--- src/rtl/vga_pkg.sv ---
// vga_pkg: 640x480 @ 60 Hz timing constants, counter type and decode helper.
package vga_pkg;

    localparam int unsigned CNT_W = 10;

    typedef logic [CNT_W-1:0] cnt_t;

    localparam int unsigned H_VISIBLE = 640;
    localparam int unsigned H_FP      = 16;
    localparam int unsigned H_SYNC    = 96;
    localparam int unsigned H_BP      = 48;
    localparam int unsigned H_TOTAL   = H_VISIBLE + H_FP + H_SYNC + H_BP;

    localparam int unsigned V_VISIBLE = 480;
    localparam int unsigned V_FP      = 10;
    localparam int unsigned V_SYNC    = 2;
    localparam int unsigned V_BP      = 33;
    localparam int unsigned V_TOTAL   = V_VISIBLE + V_FP + V_SYNC + V_BP;

    localparam int unsigned H_SYNC_START = H_VISIBLE + H_FP;
    localparam int unsigned H_SYNC_END   = H_VISIBLE + H_FP + H_SYNC - 1;
    localparam int unsigned V_SYNC_START = V_VISIBLE + V_FP;
    localparam int unsigned V_SYNC_END   = V_VISIBLE + V_FP + V_SYNC - 1;

    // True when lo <= c <= hi.
    function automatic logic in_range(input cnt_t c, input cnt_t lo, input cnt_t hi);
        return (c >= lo) && (c <= hi);
    endfunction

endpackage

--- src/rtl/vga_if.sv ---
// vga_if: raster timing bundle from the sync generator to the pixel stage.
interface vga_if;
    import vga_pkg::*;

    cnt_t h_cnt;
    cnt_t v_cnt;
    logic video_on;
    logic h_sync;
    logic v_sync;

    modport master (
        output h_cnt,
        output v_cnt,
        output video_on,
        output h_sync,
        output v_sync
    );

    modport slave (
        input h_cnt,
        input v_cnt,
        input video_on,
        input h_sync,
        input v_sync
    );

endinterface

--- src/rtl/vga_sync.sv ---
// vga_sync: h/v raster counters, registered sync pulses and video_on decode.
module vga_sync
    import vga_pkg::*;
#(
    parameter int unsigned H_VISIBLE = vga_pkg::H_VISIBLE,
    parameter int unsigned H_FP      = vga_pkg::H_FP,
    parameter int unsigned H_SYNC    = vga_pkg::H_SYNC,
    parameter int unsigned H_BP      = vga_pkg::H_BP,
    parameter int unsigned V_VISIBLE = vga_pkg::V_VISIBLE,
    parameter int unsigned V_FP      = vga_pkg::V_FP,
    parameter int unsigned V_SYNC    = vga_pkg::V_SYNC,
    parameter int unsigned V_BP      = vga_pkg::V_BP,
    parameter bit          SYNC_POL  = 1'b0
) (
    input  logic clk,
    input  logic rst,
    vga_if.master bus
);

    localparam cnt_t H_LAST   = cnt_t'(H_VISIBLE + H_FP + H_SYNC + H_BP - 1);
    localparam cnt_t V_LAST   = cnt_t'(V_VISIBLE + V_FP + V_SYNC + V_BP - 1);
    localparam cnt_t H_VIS    = cnt_t'(H_VISIBLE);
    localparam cnt_t V_VIS    = cnt_t'(V_VISIBLE);
    localparam cnt_t H_SYNC_S = cnt_t'(H_VISIBLE + H_FP);
    localparam cnt_t H_SYNC_E = cnt_t'(H_VISIBLE + H_FP + H_SYNC - 1);
    localparam cnt_t V_SYNC_S = cnt_t'(V_VISIBLE + V_FP);
    localparam cnt_t V_SYNC_E = cnt_t'(V_VISIBLE + V_FP + V_SYNC - 1);

    cnt_t h_nxt;
    cnt_t v_nxt;

    // Next-state counters: h wraps at H_LAST, v advances only on that wrap.
    always_comb begin
        h_nxt = bus.h_cnt;
        v_nxt = bus.v_cnt;
        if (!rst) begin
            h_nxt = '0;
            v_nxt = '0;
        end else if (bus.h_cnt == H_LAST) begin
            h_nxt = '0;
            v_nxt = (bus.v_cnt == V_LAST) ? '0 : bus.v_cnt + 1'b1;
        end else begin
            h_nxt = bus.h_cnt + 1'b1;
        end
    end

    // video_on is decoded from the next-state counters so that a register
    // fed by it lines up with h_cnt/v_cnt after the same edge.
    assign bus.video_on = (h_nxt < H_VIS) && (v_nxt < V_VIS);

    // Counter and sync registers; sync decoded from next state for zero latency.
    always_ff @(posedge clk) begin
        bus.h_cnt <= h_nxt;
        bus.v_cnt <= v_nxt;
        if (!rst) begin
            bus.h_sync <= ~SYNC_POL;
            bus.v_sync <= ~SYNC_POL;
        end else begin
            bus.h_sync <= in_range(h_nxt, H_SYNC_S, H_SYNC_E) ? SYNC_POL : ~SYNC_POL;
            bus.v_sync <= in_range(v_nxt, V_SYNC_S, V_SYNC_E) ? SYNC_POL : ~SYNC_POL;
        end
    end

endmodule

--- src/rtl/vga_top.sv ---
// vga_top: 640x480 colour-bar generator; switch-selected colours in the visible area.
module vga_top
    import vga_pkg::*;
#(
    parameter int unsigned H_VISIBLE = vga_pkg::H_VISIBLE,
    parameter int unsigned H_FP      = vga_pkg::H_FP,
    parameter int unsigned H_SYNC    = vga_pkg::H_SYNC,
    parameter int unsigned H_BP      = vga_pkg::H_BP,
    parameter int unsigned V_VISIBLE = vga_pkg::V_VISIBLE,
    parameter int unsigned V_FP      = vga_pkg::V_FP,
    parameter int unsigned V_SYNC    = vga_pkg::V_SYNC,
    parameter int unsigned V_BP      = vga_pkg::V_BP,
    parameter bit          SYNC_POL  = 1'b0
) (
    input  logic       clk,
    input  logic       rst,
    input  logic [2:0] sw,
    output logic       h_sync,
    output logic       v_sync,
    output logic       red,
    output logic       green,
    output logic       blue
);

    vga_if sync_bus ();

    vga_sync #(
        .H_VISIBLE (H_VISIBLE),
        .H_FP      (H_FP),
        .H_SYNC    (H_SYNC),
        .H_BP      (H_BP),
        .V_VISIBLE (V_VISIBLE),
        .V_FP      (V_FP),
        .V_SYNC    (V_SYNC),
        .V_BP      (V_BP),
        .SYNC_POL  (SYNC_POL)
    ) u_sync (
        .clk (clk),
        .rst (rst),
        .bus (sync_bus)
    );

    assign h_sync = sync_bus.h_sync;
    assign v_sync = sync_bus.v_sync;

    // Colour registers: switches gated by visible area, sampled every clock.
    always_ff @(posedge clk) begin
        if (!rst) begin
            red   <= 1'b0;
            green <= 1'b0;
            blue  <= 1'b0;
        end else begin
            red   <= sw[2] & sync_bus.video_on;
            green <= sw[1] & sync_bus.video_on;
            blue  <= sw[0] & sync_bus.video_on;
        end
    end

endmodule

--- config.mk ---
export PLATFORM = sky130hd
export DESIGN_NAME = vga_top
export DESIGN_NICKNAME = d
export VERILOG_FILES = /design/src/rtl/vga_pkg.sv /design/src/rtl/vga_if.sv /design/src/rtl/vga_sync.sv /design/src/rtl/vga_top.sv
export SDC_FILE = /design/constraint.sdc
export NUM_CORES = 1
export LEC_CHECK = 0
export BUFFER_PORTS_ARGS = -buffer_cell sky130_fd_sc_hd__buf_4
export CAP_MARGIN = 20
export CELL_PAD_IN_SITES_DETAIL_PLACEMENT = 0
export CELL_PAD_IN_SITES_GLOBAL_PLACEMENT = 2
export CORE_ASPECT_RATIO = 0.75
export CORE_UTILIZATION = 36
export CTS_CLUSTER_DIAMETER = 80
export DETAILED_ROUTE_END_ITERATION = 6
export HOLD_SLACK_MARGIN = 0.02
export MAX_ROUTING_LAYER = met4
export PLACE_DENSITY_LB_ADDON = 0.1
export REMOVE_ABC_BUFFERS = 1
export SYNTH_ARGS = -nofsm -noshare
export SYNTH_HDL_FRONTEND = slang
export SYNTH_HIERARCHICAL = 1
export SYNTH_SLANG_ARGS = --single-unit
--- constraint.sdc ---
create_clock -name clk -period 2.25 [get_ports clk]
set_input_delay 0.3375 -clock clk [delete_from_list [all_inputs] [get_ports clk]]
set_output_delay 0.3375 -clock clk [all_outputs]
set_load 0.005 [all_outputs]
Yosys cells after proc, flatten, opt, wreduce, memory -nomap -nowiden
Index checks and enable logic that the tools add are counted.
{ "totals": {"ff_bits": 25, "in_bits": 5, "output_inout_bits": 5, "word_cells": 30} }
{ "classes": {"addsub": 2, "order_cmp": 6, "eq_ne": 2, "muxes": 7, "bitwise_logic": 3, "reduce_logical": 3} }
{ "ops": {"columns": ["operator", "count"], "rows": [
  ["10-bit 2-to-1 mux", 5],
  ["10-bit by 1-bit adder with 10-bit output, second input constant", 2],
  ["10-bit equality test, second input constant", 2],
  ["10-bit >= comparator, second input constant", 1],
  ["10-bit by 9-bit >= comparator with 1-bit output, second input constant", 1],
  ["10-bit <= comparator, second input constant", 1],
  ["10-bit by 9-bit <= comparator with 1-bit output, second input constant", 1],
  ["10-bit < comparator, second input constant", 1],
  ["10-bit by 9-bit < comparator with 1-bit output, second input constant", 1],
  ["1-bit AND", 3],
  ["1-bit logical AND", 3],
  ["1-bit 2-to-1 mux", 2]
]} }

Longest topological paths before layout
{ "depth": {"word_depth": 7, "mapped_depth": 8, "mapped_depth_nobuf": 8} }

By module
The synthesis kept the hierarchy.
{ "modules_own_cells": {"columns": ["module", "instances", "cells_each", "area_per_inst_um2", "seq_area_each_um2"], "rows": [
  ["vga_sync", 1, 135, 1197.4, 440.4],
  ["vga_top", 1, 6, 78.8, 60.1]
]} }

Worst setup path before layout
OpenSTA, ideal clock, no wires.
{ "synth_timing": {"path_kind": "register to register", "from": "reg u_sync.bus.h_cnt[0]", "to": "reg u_sync.bus.v_sync", "setup_time_ps": 134, "t_arrival_ps": 1910, "required_time_ps": 2116, "setup_slack_ps": 206, "stages_incl_launch_ff": 8, "n_path_buf": 1, "period_less_slack_ps": 2044, "cell_sequence": "dfxtp_1 > ha_1 > and4_1 > buf_6 > nand3_4 > o41ai_4 > o2111ai_1 > or4b_1"} }
{ "synth_via": {"elab_chain_len": 6, "elab_cells_between_ends": 7, "classes_between": "order compare: 2; eq/ne: 1; mux: 3; reduce/logical: 1"} }
{ "synth_rtl": {"columns": ["item", "line", "text"], "rows": [
  ["start, declared", "vga_if.sv:12", "output h_cnt,"],
  ["start signal, assigned", "vga_sync.sv:53", "bus.h_cnt <= h_nxt;"],
  ["10-bit equality test *", "vga_sync.sv:39", "end else if (bus.h_cnt == H_LAST) begin"],
  ["10-bit 2-to-1 mux *", "vga_sync.sv:39", null],
  ["10-bit 2-to-1 mux *", "vga_sync.sv:36", "if (!rst) begin"],
  ["10-bit by 9-bit >= comparator with 1-bit output or 10-bit by 9-bit <= comparator with 1-bit output (tied branches)", "vga_pkg.sv:27", "return (c >= lo) && (c <= hi);"],
  ["1-bit logical AND *", "vga_pkg.sv:27", null],
  ["1-bit 2-to-1 mux *", "vga_sync.sv:60", "bus.v_sync <= in_range(v_nxt, V_SYNC_S, V_SYNC_E) ? SYNC_POL : ~SYNC_POL;"],
  ["end signal, assigned", "vga_sync.sv:57", "bus.v_sync <= ~SYNC_POL;"],
  ["end signal, assigned", "vga_sync.sv:60", null],
  ["end, declared", "vga_if.sv:16", "output v_sync"]
]} }
Mark *: on every way between the ends. The rest lies on a longest branch, timed or not.
A chain may end at the register's enable or synchronous reset.

Worst setup path after layout
Ends and elaborated chain as after synthesis.

==> metrics.txt <==
PwrDens 511 nW/um^2; DRC 2; Worst Hold Path EP blue$_SDFF_PN0_; critical path arrival approximately 2.3 ns; cell taking the most area after synthesis dfxtp_1; clock skew roughly 0.0015 ns; critical path cell sequence ha_1 -> and4_2 -> nand3_4 -> o41ai_4 -> o2111ai_1 -> or4b_1; FMAX around 0.47 GHz; final number of hold-violating endpoints 0; largest net degree at the start of global routing 15; hpwl dp roughly 2.2 mm; EDFF count, synth 0; GRT Total Usage between 10% and 20%; synthesized flop and latch total 25; Sink Count 25; area post-placement between 1000 and 1500 um^2; post-synthesis sequential area ratio 39.2%; DIE HEIGHT approximately 54 um; Period minus WS final about 2.1 ns; Yosys cell types 38; Mean Syn Cell Area a little over 9 um^2; Clock Pin Slew Worst Setup and Hold Paths approximately 0.090 ns; Tcrit/Tclk final a little over nine tenths; Horiz. Die Dim 70.8 um; first-pass GRT wire length between 4 and 5 mm; vias in the first global route 973; status complete, but fails checks; Longest Clk Path Bufs 2; DP Worst Slack ~0.12 ns; Post-Route Utilization between 40% and 50%; Core Box Area ~3300 um^2; count of pins over their slew limit 0; CTS buffer count 3; setup bufs post-CTS 0; RePlAce Congestion about 0.9; ANT nets after route 0; total grt overflow 0; Routed WL per cell approximately 15 um; number of synthesis warnings 6; violated checks design-rule violations; Area Growth Syn to Fin 15.1%; ANT cells 0; worst r2r path cells 6; Initial Util 38.3%; Buffers on Ports 9; relative slew slack 72.4%; type of the worst min-delay path in -> reg; TNS Setup 0 ns; initial antenna violation count 0; HP Start sw[0]; leading post-synthesis cells by cell area dfxtp_1 (39%), xnor2_1 (6.2%), nand4_1 (5.9%); first-pass iteration count of the detailed router 6; Hold Path Depth 2; Critical Path End Type flip-flop; # rows 18; Post-Syn Area about 1300 um^2; most frequent cells in the layout dfxtp_1 (25), nor2_1 (19), buf_4 (17); unrepaired setup endpoints after global routing false; fillers between 300 and 400; Layout Nets 165; post-DR vias/cell 5.42; Required @ worst endpoint 2.40 ns; commonest non-fill, non-tap cell in the layout dfxtp_1; reg2reg start u_sync/bus.h_cnt[0]$_DFF_P_; # setup viols final 0; max incr delay on CP ~0.47 ns; Synth Instances roughly 140; fraction of layout cells with a size suffix above 1 between 10% and 20%; Ports 10; crit path launch type flip-flop; Initial DRC Count 64; clock root cell clkbuf_8; final wirelength between 2 and 3 mm; H-tree Lvls 1; TritonCTS clock tree built; Peak VDD IR between 0.2 and 0.3 mV; CP max stage cell or4b_1; FF-to-FF End u_sync/bus.v_sync$_SDFF_PN1_; Worst-Margin Slew approximately 0.4 ns; Lkg Pwr 0.521 nW; worst-path maximum fanout 6; share of synthesized registers carrying an async set or reset 0%; post-route setup slack 0.136 ns; vias after detailed routing 1,063; worst-skew pair later-pin latency ~0.26 ns; final instance area approximately 1500 um^2; Die Footprint around 3800 um^2; post_cts resized 0; hold_buf cts 0; total of max-cap violations 0; R2R Setup Slk 0.14 ns; Most used DFF post-synth dfxtp_1; Yosys top cell area share 39.2%; Worst Setup Path Type reg -> reg
[state kept, by name, summed over array words and instances, names as in the netlist]
register	count
u_sync/bus.v_cnt	10
u_sync/bus.h_sync	1
blue	1
u_sync/bus.v_sync	1
green	1
red	1
u_sync/bus.h_cnt	10
[worst max-delay path: cells and delay by family (launching register included)]
family	cells	cell delay, ns
flip-flops	1	0.38
adder cells (fa/ha/maj)	1	0.18
AO/OA/AOI/OAI	2	0.56
AND/OR/NAND/NOR	3	0.87
[worst max-delay path by stage]
stage                                           start                      endpoint  cells after the start
after floorplan           u_sync/bus.h_cnt[0]$_DFF_P_  u_sync/bus.v_sync$_SDFF_PN1_                      6
after global placement    u_sync/bus.h_cnt[0]$_DFF_P_  u_sync/bus.v_sync$_SDFF_PN1_                      6
after detailed placement  u_sync/bus.h_cnt[0]$_DFF_P_  u_sync/bus.v_sync$_SDFF_PN1_                      6
after CTS                 u_sync/bus.h_cnt[0]$_DFF_P_  u_sync/bus.v_sync$_SDFF_PN1_                      6
after global routing      u_sync/bus.h_cnt[0]$_DFF_P_  u_sync/bus.v_sync$_SDFF_PN1_                      6
final                     u_sync/bus.h_cnt[0]$_DFF_P_  u_sync/bus.v_sync$_SDFF_PN1_                      6
[cell usage after synthesis, types with 2 or more instances]
cell type  count
nand2_1        8
xor2_1         6
nand4_1       12
dfxtp_1       25
nand4b_1       2
nand3_1        7
nor3_4         2
nor2_1        19
and3_1         5
ha_1           3
and2_1         2
nor3_1         4
a21oi_1        4
buf_6          2
inv_1          5
clkbuf_1       4
o31ai_1        2
xnor2_1        9
[kinds of logic (layout without fill, tap and decap cells)]
logic type | count (synthesis) | in the layout | share of synthesized area (%)
buf+inv | 11 | 26 | 4.41
compound gates | 16 | 16 | 10.3
fa+ha+maj | 3 | 3 | 2.94
xor+xnor | 15 | 15 | 10.3
flops | 25 | 25 | 39.2
mux | 1 | 1 | 0.882
simple gates | 70 | 70 | 32.0
[metal layers]
metal	global-route usage (%)	wire (um)	part of all wire, %	up-vias
met3	2.43	143	5.0	2
met4	6.00	10	0.35	0
li1	-	-	-	541
met2	23.9	1120	39	29
met5	-	0	0	-
met1	24.7	1580	55	491
[power by group]
group / internal [mW] / switching, mW / leakage [nW] / total, mW
combinational: 0.0167 / 0.0140 / 0.293 / 0.0307
clock: 0.124 / 0.140 / 0.0255 / 0.264
sequential: 0.449 / 0.00597 / 0.203 / 0.455
[layout make-up]
| type | count | area (um^2) | area share (%) |
|---|---|---|---|
| Sequential cell | 25 | 500 | 34.1 |
| Multi-Input combinational cell | 105 | 726 | 49.4 |
| Clock buffer | 3 | 41.3 | 2.81 |
| Timing Repair Buffer | 17 | 128 | 8.69 |
| Clock inverter | 1 | 5.00 | 0.341 |
| Inverter | 5 | 18.8 | 1.28 |
| Tap cell | 40 | 50.0 | 3.41 |
[stage by stage]
| stage | cells | power (mW) | hold WS, ns |
|---|---|---|---|
| 2_1_floorplan | 135 | 0.477 | 0.430 |
| 4_1_cts | 196 | 0.762 | 0.293 |
| 6_report | 196 | 0.750 | 0.300 |
| 5_1_grt | 196 | 0.787 | 0.300 |
| 3_5_place_dp | 192 | 0.497 | 0.452 |
| 3_3_place_gp | 192 | 0.497 | 0.442 |
Note: power is estimated with default switching activity, not from simulation.
